--- config.mk ---
export PLATFORM = sky130hd
export DESIGN_NAME = bcd_scan_display
export DESIGN_NICKNAME = d
export VERILOG_FILES = /design/src/rtl/bcd_scan_display.sv
export SDC_FILE = /design/constraint.sdc
export NUM_CORES = 1
export LEC_CHECK = 0
export BUFFER_PORTS_ARGS = -buffer_cell sky130_fd_sc_hd__buf_2
export CORE_MARGIN = 4
export CORE_UTILIZATION = 53
export CTS_CLUSTER_SIZE = 28
export DETAILED_ROUTE_END_ITERATION = 12
export PLACE_DENSITY_LB_ADDON = 0.15
export SLEW_MARGIN = 0
export SYNTH_ARGS = -nofsm -noshare
export SYNTH_HDL_FRONTEND = slang
export SYNTH_SLANG_ARGS = --single-unit
--- constraint.sdc ---
create_clock -name clk -period 2.1 [get_ports clk]
set_input_delay 0.105 -clock clk [delete_from_list [all_inputs] [get_ports clk]]
set_output_delay 0.105 -clock clk [all_outputs]
set_load 0.005 [all_outputs]
--- src/rtl/bcd_scan_display.sv ---
// ============================================================================
// Module   : bcd_scan_display
// Brief    : Multiplexed common-anode 7-segment driver with frame-synchronous
//            update, dead-time blanking and leading-zero suppression.
//            Optional blinking enabled by defining BCD_SCAN_BLINK_EN.
// Revision : 1.0
// ============================================================================
`default_nettype none

module bcd_scan_display #(
    parameter int DIGITS       = 4,
    parameter int CLK_HZ       = 50000000,
    parameter int SCAN_HZ      = 1000,
    parameter int BLANK_CYCLES = 16
`ifdef BCD_SCAN_BLINK_EN
    ,
    parameter int BLINK_FRAMES = 256
`endif
) (
    input  logic                  clk,
    input  logic                  rst_n,
    input  logic [4*DIGITS-1:0]   bcd,
    input  logic [DIGITS-1:0]     dp_n,
    input  logic                  load,
    input  logic                  lz_blank,
`ifdef BCD_SCAN_BLINK_EN
    input  logic [DIGITS-1:0]     blink_mask,
`endif
    output logic [7:0]            digit_n,
    output logic [DIGITS-1:0]     sel_n,
    output logic                  frame_start
);

    localparam int C_DIV   = CLK_HZ / SCAN_HZ;
    localparam int C_CNT_W = (C_DIV > 1) ? $clog2(C_DIV) : 1;
    localparam int C_IDX_W = (DIGITS > 1) ? $clog2(DIGITS) : 1;

    logic [C_CNT_W-1:0]  r_cnt;
    logic [C_IDX_W-1:0]  r_idx;
    logic [4*DIGITS-1:0] r_act;
    logic [4*DIGITS-1:0] r_pend;
    logic [DIGITS-1:0]   r_dp_act;
    logic [DIGITS-1:0]   r_dp_pend;
    logic                r_valid;

    logic                w_bound;
    logic                w_slot_end;
    logic [DIGITS-1:0]   w_lz;
    logic [3:0]          w_code;
    logic                w_dp;
    logic                w_lz_hit;
    logic [DIGITS-1:0]   w_sel;
    logic                w_blink_off;

`ifdef BCD_SCAN_BLINK_EN
    localparam int C_FCNT_W = $clog2(BLINK_FRAMES + 1);

    logic [C_FCNT_W-1:0] r_fcnt;
    logic                r_phase;
    logic [DIGITS-1:0]   r_mask_act;
    logic [DIGITS-1:0]   r_mask_pend;
    logic                w_mask;
`endif

    function automatic logic [6:0] f_seg(input logic [3:0] code);
        case (code)
            4'd0:    f_seg = 7'b0000001;
            4'd1:    f_seg = 7'b1001111;
            4'd2:    f_seg = 7'b0010010;
            4'd3:    f_seg = 7'b0000110;
            4'd4:    f_seg = 7'b1001100;
            4'd5:    f_seg = 7'b0100100;
            4'd6:    f_seg = 7'b0100000;
            4'd7:    f_seg = 7'b0001111;
            4'd8:    f_seg = 7'b0000000;
            4'd9:    f_seg = 7'b0000100;
            default: f_seg = 7'b1111111;
        endcase
    endfunction

    assign w_bound    = (r_idx == '0) && (r_cnt == '0);
    assign w_slot_end = (r_cnt == C_CNT_W'(C_DIV - 1));

    always_ff @(posedge clk or negedge rst_n) begin
        if (!rst_n) begin
            r_cnt <= '0;
            r_idx <= '0;
        end else if (w_slot_end) begin
            r_cnt <= '0;
            r_idx <= (r_idx == C_IDX_W'(DIGITS - 1)) ? '0 : r_idx + C_IDX_W'(1);
        end else begin
            r_cnt <= r_cnt + C_CNT_W'(1);
        end
    end

    // A load coinciding with the frame boundary bypasses pending so it is
    // visible in the frame that starts on that very edge.
    always_ff @(posedge clk or negedge rst_n) begin
        if (!rst_n) begin
            r_act     <= '1;
            r_pend    <= '1;
            r_dp_act  <= '1;
            r_dp_pend <= '1;
            r_valid   <= 1'b0;
`ifdef BCD_SCAN_BLINK_EN
            r_mask_act  <= '0;
            r_mask_pend <= '0;
`endif
        end else if (load && w_bound) begin
            r_act    <= bcd;
            r_dp_act <= dp_n;
            r_valid  <= 1'b0;
`ifdef BCD_SCAN_BLINK_EN
            r_mask_act <= blink_mask;
`endif
        end else begin
            if (w_bound && r_valid) begin
                r_act    <= r_pend;
                r_dp_act <= r_dp_pend;
                r_valid  <= 1'b0;
`ifdef BCD_SCAN_BLINK_EN
                r_mask_act <= r_mask_pend;
`endif
            end
            if (load) begin
                r_pend    <= bcd;
                r_dp_pend <= dp_n;
                r_valid   <= 1'b1;
`ifdef BCD_SCAN_BLINK_EN
                r_mask_pend <= blink_mask;
`endif
            end
        end
    end

`ifdef BCD_SCAN_BLINK_EN
    // Counter runs 1..BLINK_FRAMES so the first frame after reset counts fully.
    always_ff @(posedge clk or negedge rst_n) begin
        if (!rst_n) begin
            r_fcnt  <= '0;
            r_phase <= 1'b1;
        end else if (w_bound) begin
            if (r_fcnt == C_FCNT_W'(BLINK_FRAMES)) begin
                r_fcnt  <= C_FCNT_W'(1);
                r_phase <= ~r_phase;
            end else begin
                r_fcnt <= r_fcnt + C_FCNT_W'(1);
            end
        end
    end
`endif

    // A digit is a leading zero when it and every more-significant digit is
    // zero or non-decimal; digit 0 always shows.
    always_comb begin : p_lead_zero
        logic l_run;
        l_run = 1'b1;
        w_lz  = '0;
        for (int i = DIGITS - 1; i >= 0; i--) begin
            l_run = l_run && ((r_act[4*i +: 4] == 4'd0) || (r_act[4*i +: 4] >= 4'd10));
            if (i != 0) begin
                w_lz[i] = l_run;
            end
        end
    end

    always_comb begin
        w_code   = 4'hF;
        w_dp     = 1'b1;
        w_lz_hit = 1'b0;
        w_sel    = '1;
`ifdef BCD_SCAN_BLINK_EN
        w_mask   = 1'b0;
`endif
        for (int i = 0; i < DIGITS; i++) begin
            if (r_idx == C_IDX_W'(i)) begin
                w_code   = r_act[4*i +: 4];
                w_dp     = r_dp_act[i];
                w_lz_hit = w_lz[i];
                w_sel[i] = 1'b0;
`ifdef BCD_SCAN_BLINK_EN
                w_mask   = r_mask_act[i];
`endif
            end
        end
    end

`ifdef BCD_SCAN_BLINK_EN
    assign w_blink_off = !r_phase && w_mask;
`else
    assign w_blink_off = 1'b0;
`endif

    always_ff @(posedge clk or negedge rst_n) begin
        if (!rst_n) begin
            digit_n     <= 8'hFF;
            sel_n       <= '1;
            frame_start <= 1'b0;
        end else begin
            frame_start <= w_bound;
            if (r_cnt < C_CNT_W'(BLANK_CYCLES)) begin
                digit_n <= 8'hFF;
                sel_n   <= '1;
            end else begin
                sel_n <= w_sel;
                if (w_blink_off) begin
                    digit_n <= 8'hFF;
                end else begin
                    digit_n <= {(lz_blank && w_lz_hit) ? 7'h7F : f_seg(w_code), w_dp};
                end
            end
        end
    end

endmodule

`default_nettype wire

==> impl_metrics.yaml <==
sta:
  slew_headroom: 0.557
  period_minus_slack_ps: 2100
  final.period_utilization: 0.998
  tns_ps: 0
  rsz0062_at_grt: "yes"
  final-setup-viol-count: 0
  hold_viol: 0
  skew_ps: 14.1
  slew_viol_final: 0
  max_freq_mhz: 477
  tightest_slew_ps: 665
synth:
  synthTopCellsByArea: "dfstp_2 (37%), dfrtp_1 (13%), mux2_4 (8.1%), o2bb2ai_1 (4.7%), and3b_1 (4.2%)"
  synth-compound-area-share: 0.139
  synth_area_um2: 3730
  yosysWarnings: 0
  synth_top_family_by_area: "simple AND/OR/NAND/NOR gates"
  yosys.area.top_type: "dfstp_2"
  synth.avg_cell_area_um2: 11.7
  synth-xor-area-share: 0.0352
  synth-seq-area-share: 0.501
  yosys.area_share.simple: 0.161
  synthMuxAreaShare: 0.0832
  synth_nets: 356
  ys_ff_latch: 72
  ys_types: 46
  netlist_instances: 320
  synth_adder_area_share: 0.0403
  netlist.area_leader.share: 0.366
placement:
  placed_cells: 472
  dpl_cell_area_um2: 4210
  port_buffers: 36
  dp_hpwl_mm: 5.29
  routabilityCongestion: 0.897
worst_setup_path:
  worstSetupPathType: "reg -> reg"
  critPathMaxFanout: 7
  cp_cell_sequence: "inv_4, ha_4, buf_4, nand2_1, or4_4, nand2_4, clkbuf_16, mux2_4"
  worstPathBufferInverterCount: 3
  cpMaxStageDelayCell: "or4_4"
  cpPeakStageDelay_ps: 520
  crit_path_start_kind: "flip-flop"
  critPathRequiredTime_ps: 2380
  endpoint_kind: "flip-flop"
  critPathArrivalTime_ps: 2380
  crit_family: "simple AND/OR/NAND/NOR gates"
detailed_routing:
  routed_wl_mm: 8.11
  dr_total_vias: 2780
  drtPass1Iterations: 4
  drt_iter0_markers: 107
  postRouteAntennaNets: 0
  avgRoutedWirePerCell_um: 15.7
  routed_via_density: 5.40
  route.detailed.drc: 0
layout:
  drive_gt1_frac: 0.492
  fillers: 483
  area_growth_pct: 32.2
  fin_area_um2: 4930
  final_nets: 450
  instances_no_fill: 515
  n_antenna_cell: 0
global_route:
  grt_overflow: 0
  grt_pass1_wl_mm: 13.1
  grt.total_usage: 0.195
  grt_max_degree: 50
  grt_pass1_vias: 2773
  antenna_found_initial: 0
clocking:
  worstSkewPairLatency_ps: 360
  htreeDepth: 3
  ctsRootBufferMaster: "clkbuf_8"
  cts_sinks: 72
  path_clk_slew_ps: 70
  cts_buffers: 9
  cts_tree: "built"
  clock_path_buffers: 2
floorplan:
  die_y_um: 91.9
  io_pins: 37
  core_area_um2: 6830
  start_util: 0.546
  rows: 30
  chipWidth_um: 91.9
  die_area_um2: 8440
power_and_ir_drop:
  powerDensity_nw_per_um2: 686
  power_leakage_uw: 0.00220
  ir_drop_v: 0.000450
status:
  status: "finished, final reports clean"
job:
  max-cap-violations: 0
hold_path:
  hold_path_class: "in -> reg"
-- cell usage after synthesis, drive strengths merged --
| master | count |
|---|---|
| a211oi | 2 |
| a21o | 1 |
| a21oi | 24 |
| a22oi | 2 |
| and2 | 1 |
| and3 | 5 |
| and3b | 18 |
| and4 | 3 |
| buf | 5 |
| clkbuf | 12 |
| dfrtp | 20 |
| dfstp | 52 |
| ha | 12 |
| inv | 9 |
| mux2 | 20 |
| mux2i | 1 |
| nand2 | 19 |
| nand2b | 3 |
| nand3 | 5 |
| nand3b | 2 |
| nand4 | 2 |
| nor2 | 17 |
| nor2b | 6 |
| nor3 | 10 |
| nor3b | 2 |
| nor4 | 4 |
| o211a | 1 |
| o211ai | 1 |
| o21a | 4 |
| o21ai | 14 |
| o2bb2ai | 20 |
| o311a | 2 |
| o311ai | 4 |
| or2 | 1 |
| or4 | 1 |
| xnor2 | 8 |
| xor2 | 7 |
-- registers in the layout (all words and copies together) (netlist names) --
register,count
r_cnt,16
r_idx,2
r_dp_act,4
sel_n,4
digit_n,8
frame_start,1
r_pend,16
r_valid,1
r_act,16
r_dp_pend,4
-- per-layer routing --
layer	part of all wire	GRT usage	up-vias
li1	-	-	1342
met5	0	0	-
met2	0.49	0.311	64
met1	0.46	0.261	1362
met3	0.044	0.0492	12
met4	0.012	0.0644	0
-- worst paths after layout --
| check | from | endpoint | slack, ps | cells past startpoint |
|---|---|---|---|---|
| max | r_idx[0] | r_pend[7] | 5 | 8 |
| min | bcd[2] | r_pend[2] | 8 | 2 |
| max reg2reg | r_idx[0] | r_pend[7] | 5 | 8 |
| min reg2reg | r_cnt[0] | r_cnt[0] | 480 | 1 |
| max in group asynchronous | rst_n | digit_n[5] | 1060 | 4 |
| min in group asynchronous | rst_n | r_valid | 220 | 2 |
-- through the flow --
| stage | util | hold slack, ps | setup WS [ps] | total power [uW] |
|---|---|---|---|---|
| after floorplan | - | -191 | 3.81 | 1800 |
| after global placement | 0.617 | 62.4 | -95.9 | 1930 |
| after detailed placement | 0.617 | 69.0 | -147 | 1940 |
| after CTS | 0.688 | 0.0436 | -22.3 | 3380 |
| after global routing | 0.722 | -2.72 | -92.1 | 3530 |
| final | 0.722 | 7.64 | 4.54 | 3380 |
-- worst register-to-register path, delay by kind of cell, from the launching register on --
family	cells	cell delay, ps
fa+ha+maj	1	140
buf+inv	3	420
flops	1	460
mux	1	300
simple gates	3	720
-- kinds of logic (layout without fill, tap and decap cells) --
group | count (synthesis) | count (layout)
adder cells (fa/ha/maj) | 12 | 12
AO/OA/AOI/OAI | 75 | 75
XOR/XNOR | 15 | 15
flip-flops | 72 | 72
AND/OR/NAND/NOR | 99 | 99
multiplexers | 21 | 21
buffers and inverters | 26 | 125
-- power breakdown --
part	leakage [uW]	internal (uW)	total, uW	switching (uW)
combinational	0.00126	226	391	165
sequential	0.000802	1530	1590	52.0
clock	0.000134	890	1410	519
-- timing repair --
action	in CTS	in global routing
hold endpoints to repair	13	1
gates resized for setup	22	23
hold buffers	12	1
setup endpoints to repair	17	47
pin swaps	4	11
buffers inserted	3	10
gates cloned	0	1
-- final cells by class --
| class | instances | area (um^2) | area share |
|---|---|---|---|
| Tap cell | 96 | 120 | 0.0244 |
| Multi-Input combinational cell | 222 | 1870 | 0.380 |
| Sequential cell | 72 | 1870 | 0.379 |
| Inverter | 9 | 38.8 | 0.00786 |
| Clock buffer | 11 | 163 | 0.0330 |
| Timing Repair Buffer | 100 | 767 | 0.156 |
| Clock inverter | 5 | 100 | 0.0203 |
-- layout by cell type, fill, tap and decap left out, types with 6 or more instances in the layout --
cell and instances:
dfstp_2 52, buf_4 42, buf_2 36, a21oi_1 23, mux2_4 20, nand2_1 18
and3b_1 18, o2bb2ai_1 18, dfrtp_1 18, nor2_1 16, dlygate4sd3_1 13, clkbuf_8 10
nor3_1 9, xnor2_1 8, o21ai_1 7, xor2_1 7, nor2b_1 6, o21ai_0 6
Power figures use the tool's default switching activity.
